**src/rtl/tnn_output_packer_if.sv**
```systemverilog
// Byte-in / word-out bus of the ternary output packer.
// The master drives bytes and ready; the slave returns packed words.
interface tnn_output_packer_if #(
  parameter int BYTE_WIDTH = 8
);
  logic [BYTE_WIDTH-1:0] data_i;
  logic                  valid_i;
  logic                  flush_i;
  logic                  clear_i;
  logic                  ready_i;
  logic [31:0]           word_o;
  logic [3:0]            byte_en_o;
  logic                  valid_o;
  logic                  overflow_o;
  logic                  busy_o;

  modport master (
    output data_i,
    output valid_i,
    output flush_i,
    output clear_i,
    output ready_i,
    input  word_o,
    input  byte_en_o,
    input  valid_o,
    input  overflow_o,
    input  busy_o
  );

  modport slave (
    input  data_i,
    input  valid_i,
    input  flush_i,
    input  clear_i,
    input  ready_i,
    output word_o,
    output byte_en_o,
    output valid_o,
    output overflow_o,
    output busy_o
  );
endinterface

```
**src/rtl/tnn_output_packer.sv**
```systemverilog
// Packs compressed activation bytes little-endian into 32-bit words
// and queues them in a small FIFO, with a one-word pending slot.
module tnn_output_packer #(
  parameter int BYTE_WIDTH = 8,
  parameter int FIFO_DEPTH = 2
) (
  input  logic              clk_i,
  input  logic              rst_ni,
  tnn_output_packer_if.slave bus
);

  localparam int PW = (FIFO_DEPTH > 1) ? $clog2(FIFO_DEPTH) : 1;
  localparam int CW = $clog2(FIFO_DEPTH + 1);

  logic [31:0]     mem_word [FIFO_DEPTH];
  logic [3:0]      mem_be   [FIFO_DEPTH];
  logic [PW-1:0]   rd_q;
  logic [PW-1:0]   wr_q;
  logic [CW-1:0]   num_q;

  // While pend_q is set, asm_q/cnt_q hold a closed word awaiting space.
  logic [31:0]     asm_q;
  logic [2:0]      cnt_q;
  logic            pend_q;
  logic            ovf_q;

  logic [BYTE_WIDTH-1:0] data;
  logic [7:0]      lane;
  logic            pop;
  logic            full;
  logic            room;
  logic            close;
  logic            push;
  logic            drop;
  logic [31:0]     nxt_asm;
  logic [2:0]      nxt_cnt;

  function automatic logic [PW-1:0] inc(
    input logic [PW-1:0] p
  );
    return (p == PW'(FIFO_DEPTH - 1))
      ? '0 : p + PW'(1);
  endfunction

  function automatic logic [3:0] be_of(
    input logic [2:0] n
  );
    logic [3:0] be;
    unique case (n)
      3'd1:    be = 4'b0001;
      3'd2:    be = 4'b0011;
      3'd3:    be = 4'b0111;
      3'd4:    be = 4'b1111;
      default: be = 4'b0000;
    endcase
    return be;
  endfunction

  assign data = bus.data_i;
  assign lane = 8'(data);
  assign pop  = (num_q != '0) && bus.ready_i;
  assign full = (num_q == CW'(FIFO_DEPTH));
  assign room = !full || pop;

  always_comb begin
    drop    = 1'b0;
    close   = 1'b0;
    nxt_asm = asm_q;
    nxt_cnt = cnt_q;
    if (pend_q) begin
      drop  = bus.valid_i;
      close = 1'b1;
    end else begin
      if (bus.valid_i) begin
        nxt_asm = asm_q
          | ({24'b0, lane} << {cnt_q[1:0], 3'b000});
        nxt_cnt = cnt_q + 3'd1;
      end
      close = (nxt_cnt == 3'd4)
           || (bus.flush_i && nxt_cnt != 3'd0);
    end
  end

  assign push = close && room;

  always_ff @(posedge clk_i or negedge rst_ni) begin
    if (!rst_ni) begin
      asm_q  <= '0;
      cnt_q  <= '0;
      pend_q <= 1'b0;
      ovf_q  <= 1'b0;
      rd_q   <= '0;
      wr_q   <= '0;
      num_q  <= '0;
    end else if (bus.clear_i) begin
      asm_q  <= '0;
      cnt_q  <= '0;
      pend_q <= 1'b0;
      ovf_q  <= 1'b0;
      rd_q   <= '0;
      wr_q   <= '0;
      num_q  <= '0;
    end else begin
      if (push) begin
        asm_q  <= '0;
        cnt_q  <= '0;
        pend_q <= 1'b0;
      end else begin
        asm_q  <= nxt_asm;
        cnt_q  <= nxt_cnt;
        pend_q <= close;
      end
      if (drop) ovf_q <= 1'b1;
      if (push) wr_q <= inc(wr_q);
      if (pop)  rd_q <= inc(rd_q);
      if (push && !pop)
        num_q <= num_q + CW'(1);
      else if (pop && !push)
        num_q <= num_q - CW'(1);
    end
  end

  // Storage needs no reset: the head is masked whenever the FIFO is empty.
  always_ff @(posedge clk_i) begin
    if (push && !bus.clear_i) begin
      mem_word[wr_q] <= nxt_asm;
      mem_be[wr_q]   <= be_of(nxt_cnt);
    end
  end

  assign bus.valid_o    = (num_q != '0);
  assign bus.word_o     = bus.valid_o ? mem_word[rd_q] : '0;
  assign bus.byte_en_o  = bus.valid_o ? mem_be[rd_q] : '0;
  assign bus.overflow_o = ovf_q;
  assign bus.busy_o     = (cnt_q != 3'd0) || pend_q
                       || (num_q != '0);

endmodule

```
**src/flat_wrapper.sv**
```systemverilog
// flat-port wrapper written by rule: the top's interface ports become plain ports
module tnn_output_packer_flat 
#(
  parameter int BYTE_WIDTH = 8,
  parameter int FIFO_DEPTH = 2
)
  (clk_i, rst_ni, bus_data_i, bus_valid_i, bus_flush_i, bus_clear_i, bus_ready_i, bus_word_o, bus_byte_en_o, bus_valid_o, bus_overflow_o, bus_busy_o);
  tnn_output_packer_if #(.BYTE_WIDTH(BYTE_WIDTH)) bus_i ();
  input  logic clk_i;
  input  logic rst_ni;
  input wire logic [$bits(bus_i.data_i)-1:0] bus_data_i;
  input wire logic [$bits(bus_i.valid_i)-1:0] bus_valid_i;
  input wire logic [$bits(bus_i.flush_i)-1:0] bus_flush_i;
  input wire logic [$bits(bus_i.clear_i)-1:0] bus_clear_i;
  input wire logic [$bits(bus_i.ready_i)-1:0] bus_ready_i;
  output wire logic [$bits(bus_i.word_o)-1:0] bus_word_o;
  output wire logic [$bits(bus_i.byte_en_o)-1:0] bus_byte_en_o;
  output wire logic [$bits(bus_i.valid_o)-1:0] bus_valid_o;
  output wire logic [$bits(bus_i.overflow_o)-1:0] bus_overflow_o;
  output wire logic [$bits(bus_i.busy_o)-1:0] bus_busy_o;
  assign bus_i.data_i = bus_data_i;
  assign bus_i.valid_i = bus_valid_i;
  assign bus_i.flush_i = bus_flush_i;
  assign bus_i.clear_i = bus_clear_i;
  assign bus_i.ready_i = bus_ready_i;
  assign bus_word_o = bus_i.word_o;
  assign bus_byte_en_o = bus_i.byte_en_o;
  assign bus_valid_o = bus_i.valid_o;
  assign bus_overflow_o = bus_i.overflow_o;
  assign bus_busy_o = bus_i.busy_o;
  tnn_output_packer #(.BYTE_WIDTH(BYTE_WIDTH), .FIFO_DEPTH(FIFO_DEPTH)) u_core (.clk_i(clk_i), .rst_ni(rst_ni), .bus(bus_i));
endmodule
```
**config.mk**
```make
export PLATFORM = sky130hd
export DESIGN_NAME = tnn_output_packer_flat
export DESIGN_NICKNAME = d
export VERILOG_FILES = /design/src/rtl/tnn_output_packer_if.sv /design/src/rtl/tnn_output_packer.sv /design/src/flat_wrapper.sv
export SDC_FILE = /design/constraint.sdc
export NUM_CORES = 1
export LEC_CHECK = 0
export ABC_AREA = 1
export BUFFER_PORTS_ARGS = -buffer_cell sky130_fd_sc_hd__buf_2
export CORE_MARGIN = 4
export CORE_UTILIZATION = 50
export DETAILED_ROUTE_END_ITERATION = 8
export PLACE_DENSITY_LB_ADDON = 0.15
export SETUP_SLACK_MARGIN = 0.3
export SKIP_CTS_REPAIR_TIMING = 1
export SLEW_MARGIN = 30
export SYNTH_ARGS = -nofsm -noshare
export SYNTH_HDL_FRONTEND = slang
export SYNTH_SLANG_ARGS = --single-unit
```
**constraint.sdc**
```tcl
create_clock -name clk_i -period 5.75 [get_ports clk_i]
set_input_delay 0.2875 -clock clk_i [delete_from_list [all_inputs] [get_ports clk_i]]
set_output_delay 0.2875 -clock clk_i [all_outputs]
set_load 0.02 [all_outputs]
```
## Word level (Yosys, flattened, before mapping)

Memory sizes are Yosys's and may differ from the RTL's.
Index checks and enable logic that the tools add are counted.

| operators by class | value |
|---|---|
| add/subtract/negate cells | 5 |
| $mul | 0 |
| divide/modulo/power cells | 0 |
| magnitude comparators | 0 |
| equality and inequality tests | 6 |
| shifts and indexed selects | 1 |
| muxes and demuxes | 30 |
| bitwise gates (word level) | 1 |
| reduce and logical (&&, ||, !) cells | 21 |

Operators with widths:

| operator | number |
|---|---|
| 2-to-1 mux 32 bit | 5 |
| OR 32 bit | 1 |
| left shift 8 x 5 -> 32 bit | 1 |
| case mux 4 bit (4 select lines) | 1 |
| 2-to-1 mux 3 bit | 5 |
| 2-to-1 mux 1 bit | 14 |
| nonzero test 3 bit | 3 |
| 2-to-1 mux 4 bit | 2 |
| nonzero test 2 bit | 4 |
| == test 3 x 2 -> 1 bit, second input constant | 2 |
| == test 3 bit, second input constant | 2 |
| logical AND 1 bit | 6 |
| 2-to-1 mux 2 bit | 3 |
| zero test 1 bit | 4 |
| logical OR 1 bit | 4 |
| adder 3 x 1 -> 3 bit, second input constant | 1 |
| == test 3 x 1 -> 1 bit, second input constant | 1 |
| adder 1 bit, second input constant | 2 |
| adder 2 x 1 -> 2 bit, second input constant | 1 |
| == test 2 bit, second input constant | 1 |
| subtractor 2 x 1 -> 2 bit, second input constant | 1 |

| word-level totals | value |
|---|---|
| bits in registers | 41 |
| latch bits | 0 |
| bits in writable memories | 72 |
| memory bits (read-only) | 0 |
| input port bits | 14 |
| output and inout port bits | 39 |
| word-level logic and storage cells | 73 |
| memories | 2 |

Memory list:

| name | depth | width | read ports | clocked after Yosys merged registers in | wr ports | RTL line | text |
|---|---|---|---|---|---|---|---|
| u_core.mem_word | 2 | 32 | 1 | 0 | 1 | tnn_output_packer.sv:15 | `logic [31:0] mem_word [FIFO_DEPTH];` |
| u_core.mem_be | 2 | 4 | 1 | 0 | 1 | tnn_output_packer.sv:16 | `logic [3:0] mem_be [FIFO_DEPTH];` |

## Longest topological paths before layout

| depth | value |
|---|---|
| depth after elaboration | 13 |
| mapped depth | 13 |
| mapped depth without buffers | 12 |

## Worst setup path before layout

OpenSTA, ideal clock, no wires.

| timing | value |
|---|---|
| kind | flip-flop to flip-flop |
| start | register u_core.cnt_q[0] |
| end | memory u_core.mem_be[1][0] (enable) |
| setup time | 0.474 ns |
| data arrival time | 3.855 ns |
| required time | 5.276 ns |
| setup slack | 1.421 ns |
| cell stages (with the launch flop) | 11 |
| buffers on the path | 1 |
| period minus slack after synthesis | 4.329 ns |
| cells stage by stage | dfrtp_1 -> buf_6 -> inv_6 -> ha_1 -> inv_1 -> nand3_1 -> nand2_1 -> nand2_2 -> nand3_4 -> nand2_4 -> nor3_1 |

| on the way | value |
|---|---|
| cells in the longest elaborated chain, start to end | 11 |
| elaborated cells on any way between the ends | 12 |
| those cells by class | 1 x add/sub; 1 x eq/ne; 5 x mux; 5 x reduce/logical |

RTL lines:

| what | RTL line | text |
|---|---|---|
| start: declaration | tnn_output_packer.sv:23 | `logic [2:0] cnt_q;` |
| start signal: assignment | tnn_output_packer.sv:110 | `cnt_q <= nxt_cnt;` |
| adder 3 x 1 -> 3 bit | tnn_output_packer.sv:77 | `nxt_cnt = cnt_q + 3'd1;` |
| 2-to-1 mux 3 bit (*) | tnn_output_packer.sv:74 | `if (bus.valid_i) begin` |
| 2-to-1 mux 3 bit (*) | tnn_output_packer.sv:70 | `if (pend_q) begin` |
| nonzero test 3 bit | tnn_output_packer.sv:80 | `\|\| (bus.flush_i && nxt_cnt != 3'd0);` |
| logical AND 1 bit | tnn_output_packer.sv:80 |  |
| logical OR 1 bit (*) | tnn_output_packer.sv:80 |  |
| 2-to-1 mux 1 bit (*) | tnn_output_packer.sv:70 |  |
| logical AND 1 bit (*) | tnn_output_packer.sv:84 | `assign push = close && room;` |
| logical AND 1 bit (*) | tnn_output_packer.sv:125 | `if (push && !bus.clear_i) begin` |
| 2-to-1 mux 1 bit (*) | tnn_output_packer.sv:125 |  |
| 2-to-1 mux 1 bit (implied by the code) (*) | tnn_output_packer.sv:127 | `mem_be[wr_q] <= be_of(nxt_cnt);` |
| end: declaration | tnn_output_packer.sv:16 |  |

Every way passes the cells marked *; elsewhere a longest branch is shown, timed or not. The select of a mux whose other input is x is not followed.

## Worst setup path after layout

| timing | value |
|---|---|
| start | register u_core.cnt_q[0] |
| end | memory u_core.mem_word[0][23] (enable) |

| on the way | value |
|---|---|
| cells in the longest elaborated chain, start to end | 11 |
| elaborated cells on any way between the ends | 12 |
| those cells by class | 1 x add/sub; 1 x eq/ne; 5 x mux; 5 x reduce/logical |

RTL lines:

| what | RTL line | text |
|---|---|---|
| adder 3 x 1 -> 3 bit | tnn_output_packer.sv:77 |  |
| 2-to-1 mux 3 bit (*) | tnn_output_packer.sv:74 |  |
| 2-to-1 mux 3 bit (*) | tnn_output_packer.sv:70 |  |
| nonzero test 3 bit | tnn_output_packer.sv:80 |  |
| logical AND 1 bit | tnn_output_packer.sv:80 |  |
| logical OR 1 bit (*) | tnn_output_packer.sv:80 |  |
| 2-to-1 mux 1 bit (*) | tnn_output_packer.sv:70 |  |
| logical AND 1 bit (*) | tnn_output_packer.sv:84 |  |
| logical AND 1 bit (*) | tnn_output_packer.sv:125 |  |
| 2-to-1 mux 1 bit (*) | tnn_output_packer.sv:125 |  |
| 2-to-1 mux 1 bit (implied by the code) (*) | tnn_output_packer.sv:126 | `mem_word[wr_q] <= nxt_asm;` |
| end: declaration | tnn_output_packer.sv:15 |  |

Marks and branches as above.

==> metrics list <==
* Fraction of layout instances using a drive strength above 1: around 28%
- Routability-driven placement finished with a final weighted congestion of ~0.76.
- Placement-stage worst setup slack: around 2.6 ns
* Worst setup path class: flop to flop
* Startpoint of the most critical setup path: u_core.cnt_q[0]
- Summing over every cut layer, the via total after detailed routing is approximately 3.2k.
* Highest net fanout along the worst path: 21
- Number of placed I/O pins: 53
* Number of H-tree levels: 4
- For this configuration, the core starts out at a cell density of around half.
- STA puts the critical path data arrival time at between 3 and 4 ns.
* Maximum buffer depth of the clock tree: 2
* Worst Max-Slew Pin Slew: 0.840 ns
- Global routing finished with a remaining overflow of 0.
- Master cell of the clock root buffer: sky130_fd_sc_hd__clkbuf_8
* Dominant cell by count in the synthesized netlist: sky130_fd_sc_hd__nand2_1
* Standard cell with the maximum stage delay on the critical path: sky130_fd_sc_hd__dfrtp_1
- Pwr per Cell Area: between 400 and 500 nW/um2
- Wire length per cell: roughly 16 um
- Number of nets in the synthesized netlist: about 460
* Final worst-path cycle share: between 50 and 60%
* Clock tree from TritonCTS: yes
- STA classifies the critical path startpoint as a flop.
- Std cell rows: 36
* Relative area change from synthesis to final layout: 18.6%
- Counting flops with a built-in enable in the synthesized netlist gives approximately 70.
* Count of maximum capacitance violations: 0
- The detailed router finished its first iteration with 239 violations.
* Final-report hold violation count: 0
- Worst min-delay path class: primary input to flop
- Residual DRC: 0
- Multi-input gate area: 1440 um2
- The final layout contains around 520 nets.
* Global-route wire length before repair: ~17000 um
* Inserted Diodes: 0
- CP Cell Sequence: inv_6 -> ha_1 -> inv_1 -> nand3_1 -> nand2_1 -> nand2_2 -> nand3_4 -> nand2_4 -> nor3_4 -> buf_4
* YS warnings: 0
- The number of max-slew violations in the final report was 0.
* Distinct cell type count of the synthesized netlist: 35
- Latest clock arrival within the worst-skew pair: between 0.5 and 0.6 ns
- Number of vias per cell after detailed routing: between 4 and 5
- Area of the core region: ~9800 um2
- In the final timing run, aggregate negative setup slack is 0 ns.
- Summed over its instances, the top area cell type makes up 43.1% of the synthesized netlist area.
* Overall Power: 2590 uW
* RSZ-0062 raised after global routing: no
- Largest area contributor in the synthesized netlist: sky130_fd_sc_hd__edfxtp_1
* Die Span Y: around 110 um
- Counting every sink on the clock net gives between 100 and 150.
* Mapped Avg Cell Area: ~11 um2
- Synthesis produced around 440 cells.
* Fraction of registers with async set/reset: ~36%
- In the final layout, flip-flops and latches occupy around 3200 um2.
* Post-DRT Antenna Nets: 0
- Number of buffer cells added on primary ports: 52
* Final setup skew: approximately 0.006 ns
- Least setup slack across all paths after layout: roughly 2.6 ns
* Critical register-to-register path startpoint: u_core.cnt_q[0]
* Mapped cell area: between 5000 and 6000 um2
- Final critical-path required period: around 3.2 ns
* Antenna violations before repair: 0
- Based on the critical path, the design can be clocked at up to ~320 MHz.
- The flow ran to the end, and the final reports show no timing, DRC or antenna violations.
* Max-Slew Margin vs Limit: a little over two fifths
- Top cells by count, synth: sky130_fd_sc_hd__nand2_1 (89), sky130_fd_sc_hd__edfxtp_1 (72), sky130_fd_sc_hd__inv_1 (61)
- Setup-failing EPs final: 0
- Data on the critical path is required at its endpoint by between 5 and 6 ns.
- Largest incremental delay on the critical path: between 0.7 and 0.8 ns
- Start point of the worst min-delay path: bus_clear_i
- Iteration count of the initial detailed-routing pass: 4
- In this run, synthesis produced a sequential element count of about 110.
- The die covers 11700 um2.
- On the final layout, the worst hold slack is 0.0552 ns.
* Worst setup EP type: flop
* Leakage Power: 0.00265 uW
- HPWL after DPL: around 6200 um
- For this block, the routed nets add up to around 10000 um of wire.
* Post-layout utilization of the core: around three fifths
* Die width: ~110 um
- Overall fraction of global-route tracks in use: a little under a fifth
- VDD sags by at most between 0.0002 and 0.00025 V.
- Entering global routing, the biggest net connects 42 pins.
* Biggest area contributors in the synthesized netlist: sky130_fd_sc_hd__edfxtp_1 (43%), sky130_fd_sc_hd__dfrtp_1 (20%), sky130_fd_sc_hd__nor2_4 (7.0%), sky130_fd_sc_hd__nand2_1 (6.7%), sky130_fd_sc_hd__a21oi_1 (5.4%)
- The number of global-route vias before repair came to roughly 3.3k.
- Portion of the post-synthesis area used by sequential elements: 63.5%
* Filler cell count in the final layout: around 800
- Flip-flop cell with the highest count after synthesis: sky130_fd_sc_hd__edfxtp_1
- Counting the buffers created by CTS gives 17.
* Clock transition at the registers of the reported paths: ~0.050 ns
[cell families after synthesis]
logic type	count (synthesis)	share of synthesized area (%)
flip-flops	113	63.5
buffers and inverters	86	8.00
adder cells (fa/ha/maj)	2	0.499
AND/OR/NAND/NOR	163	19.5
XOR/XNOR	1	0.175
AO/OA/AOI/OAI	78	8.33
[power by group]
group / switching, uW / leakage (uW) / total [uW] / internal [uW]
clock: 358 / 0.000275 / 1010 / 657
sequential: 25.7 / 0.00124 / 950 / 924
combinational: 456 / 0.00113 / 621 / 165
[layout make-up]
| cell class | instances | share of cell area [%] |
|---|---|---|
| sequential | 113 | 53.6 |
| clock buffer | 18 | 7.02 |
| timing repair buffer | 57 | 5.09 |
| inverter | 69 | 4.54 |
| clock inverter | 14 | 2.77 |
| multi-input combinational | 244 | 24.2 |
| tap | 133 | 2.80 |
[stage by stage]
stage | instances | cell area (um2)
6_report | 648 | 5950
5_1_grt | 648 | 5950
4_1_cts | 647 | 5940
3_5_place_dp | 615 | 5360
3_3_place_gp | 615 | 5360
2_1_floorplan | 443 | 5020
[cells in the final DEF (no fill, tap or decap), types with 9 or more instances in the layout]
cell / synthesis / layout
sky130_fd_sc_hd__nor2_4: 31 / 31
sky130_fd_sc_hd__a21oi_1: 54 / 54
sky130_fd_sc_hd__nor2_1: 17 / 16
sky130_fd_sc_hd__nand2_1: 89 / 89
sky130_fd_sc_hd__dfrtp_1: 41 / 41
sky130_fd_sc_hd__buf_2: 4 / 51
sky130_fd_sc_hd__a31oi_1: 9 / 9
sky130_fd_sc_hd__inv_1: 61 / 61
sky130_fd_sc_hd__edfxtp_1: 72 / 72
sky130_fd_sc_hd__o21ai_0: 9 / 9
sky130_fd_sc_hd__clkbuf_16: 0 / 16
[sequential cells by signal, indices dropped and copies added (netlist names)]
signal                 count
u_core.rd_q                1
u_core.mem_be              8
u_core.num_q               2
u_core.asm_q              32
u_core.wr_q                1
u_core.mem_word           64
u_core.bus.overflow_o      1
u_core.cnt_q               3
u_core.pend_q              1
[worst max-delay path: cells and delay by family (launching register included)]
kind          cells  cell delay, ns
flops             1            0.72
fa+ha+maj         1            0.31
simple gates      6            1.14
buf+inv           3            0.64
[path summary, 6_finish.rpt]
check                                               to  slack (ns)  cells past startpoint
worst max-delay path            u_core.mem_word[0][23]        2.59                     10
worst min-delay path             u_core.bus.overflow_o        0.06                      2
worst max register to register  u_core.mem_word[0][23]        2.59                     10
worst min register to register         u_core.asm_q[2]        0.50                      2
max in group asynchronous             u_core.asm_q[26]        5.07                      2
min in group asynchronous              u_core.num_q[1]        0.30                      2
[layer usage]
| layer | wire length [um] | up-vias | GRT usage (%) |
|---|---|---|---|
| met5 | 0 | - | 0 |
| met4 | 116 | 0 | 6.04 |
| met3 | 449 | 10 | 4.66 |
| met2 | 5040 | 72 | 31.7 |
| met1 | 4480 | 1557 | 24.8 |
| li1 | - | 1565 | - |
No activity file was read; power rests on OpenSTA's default activity.
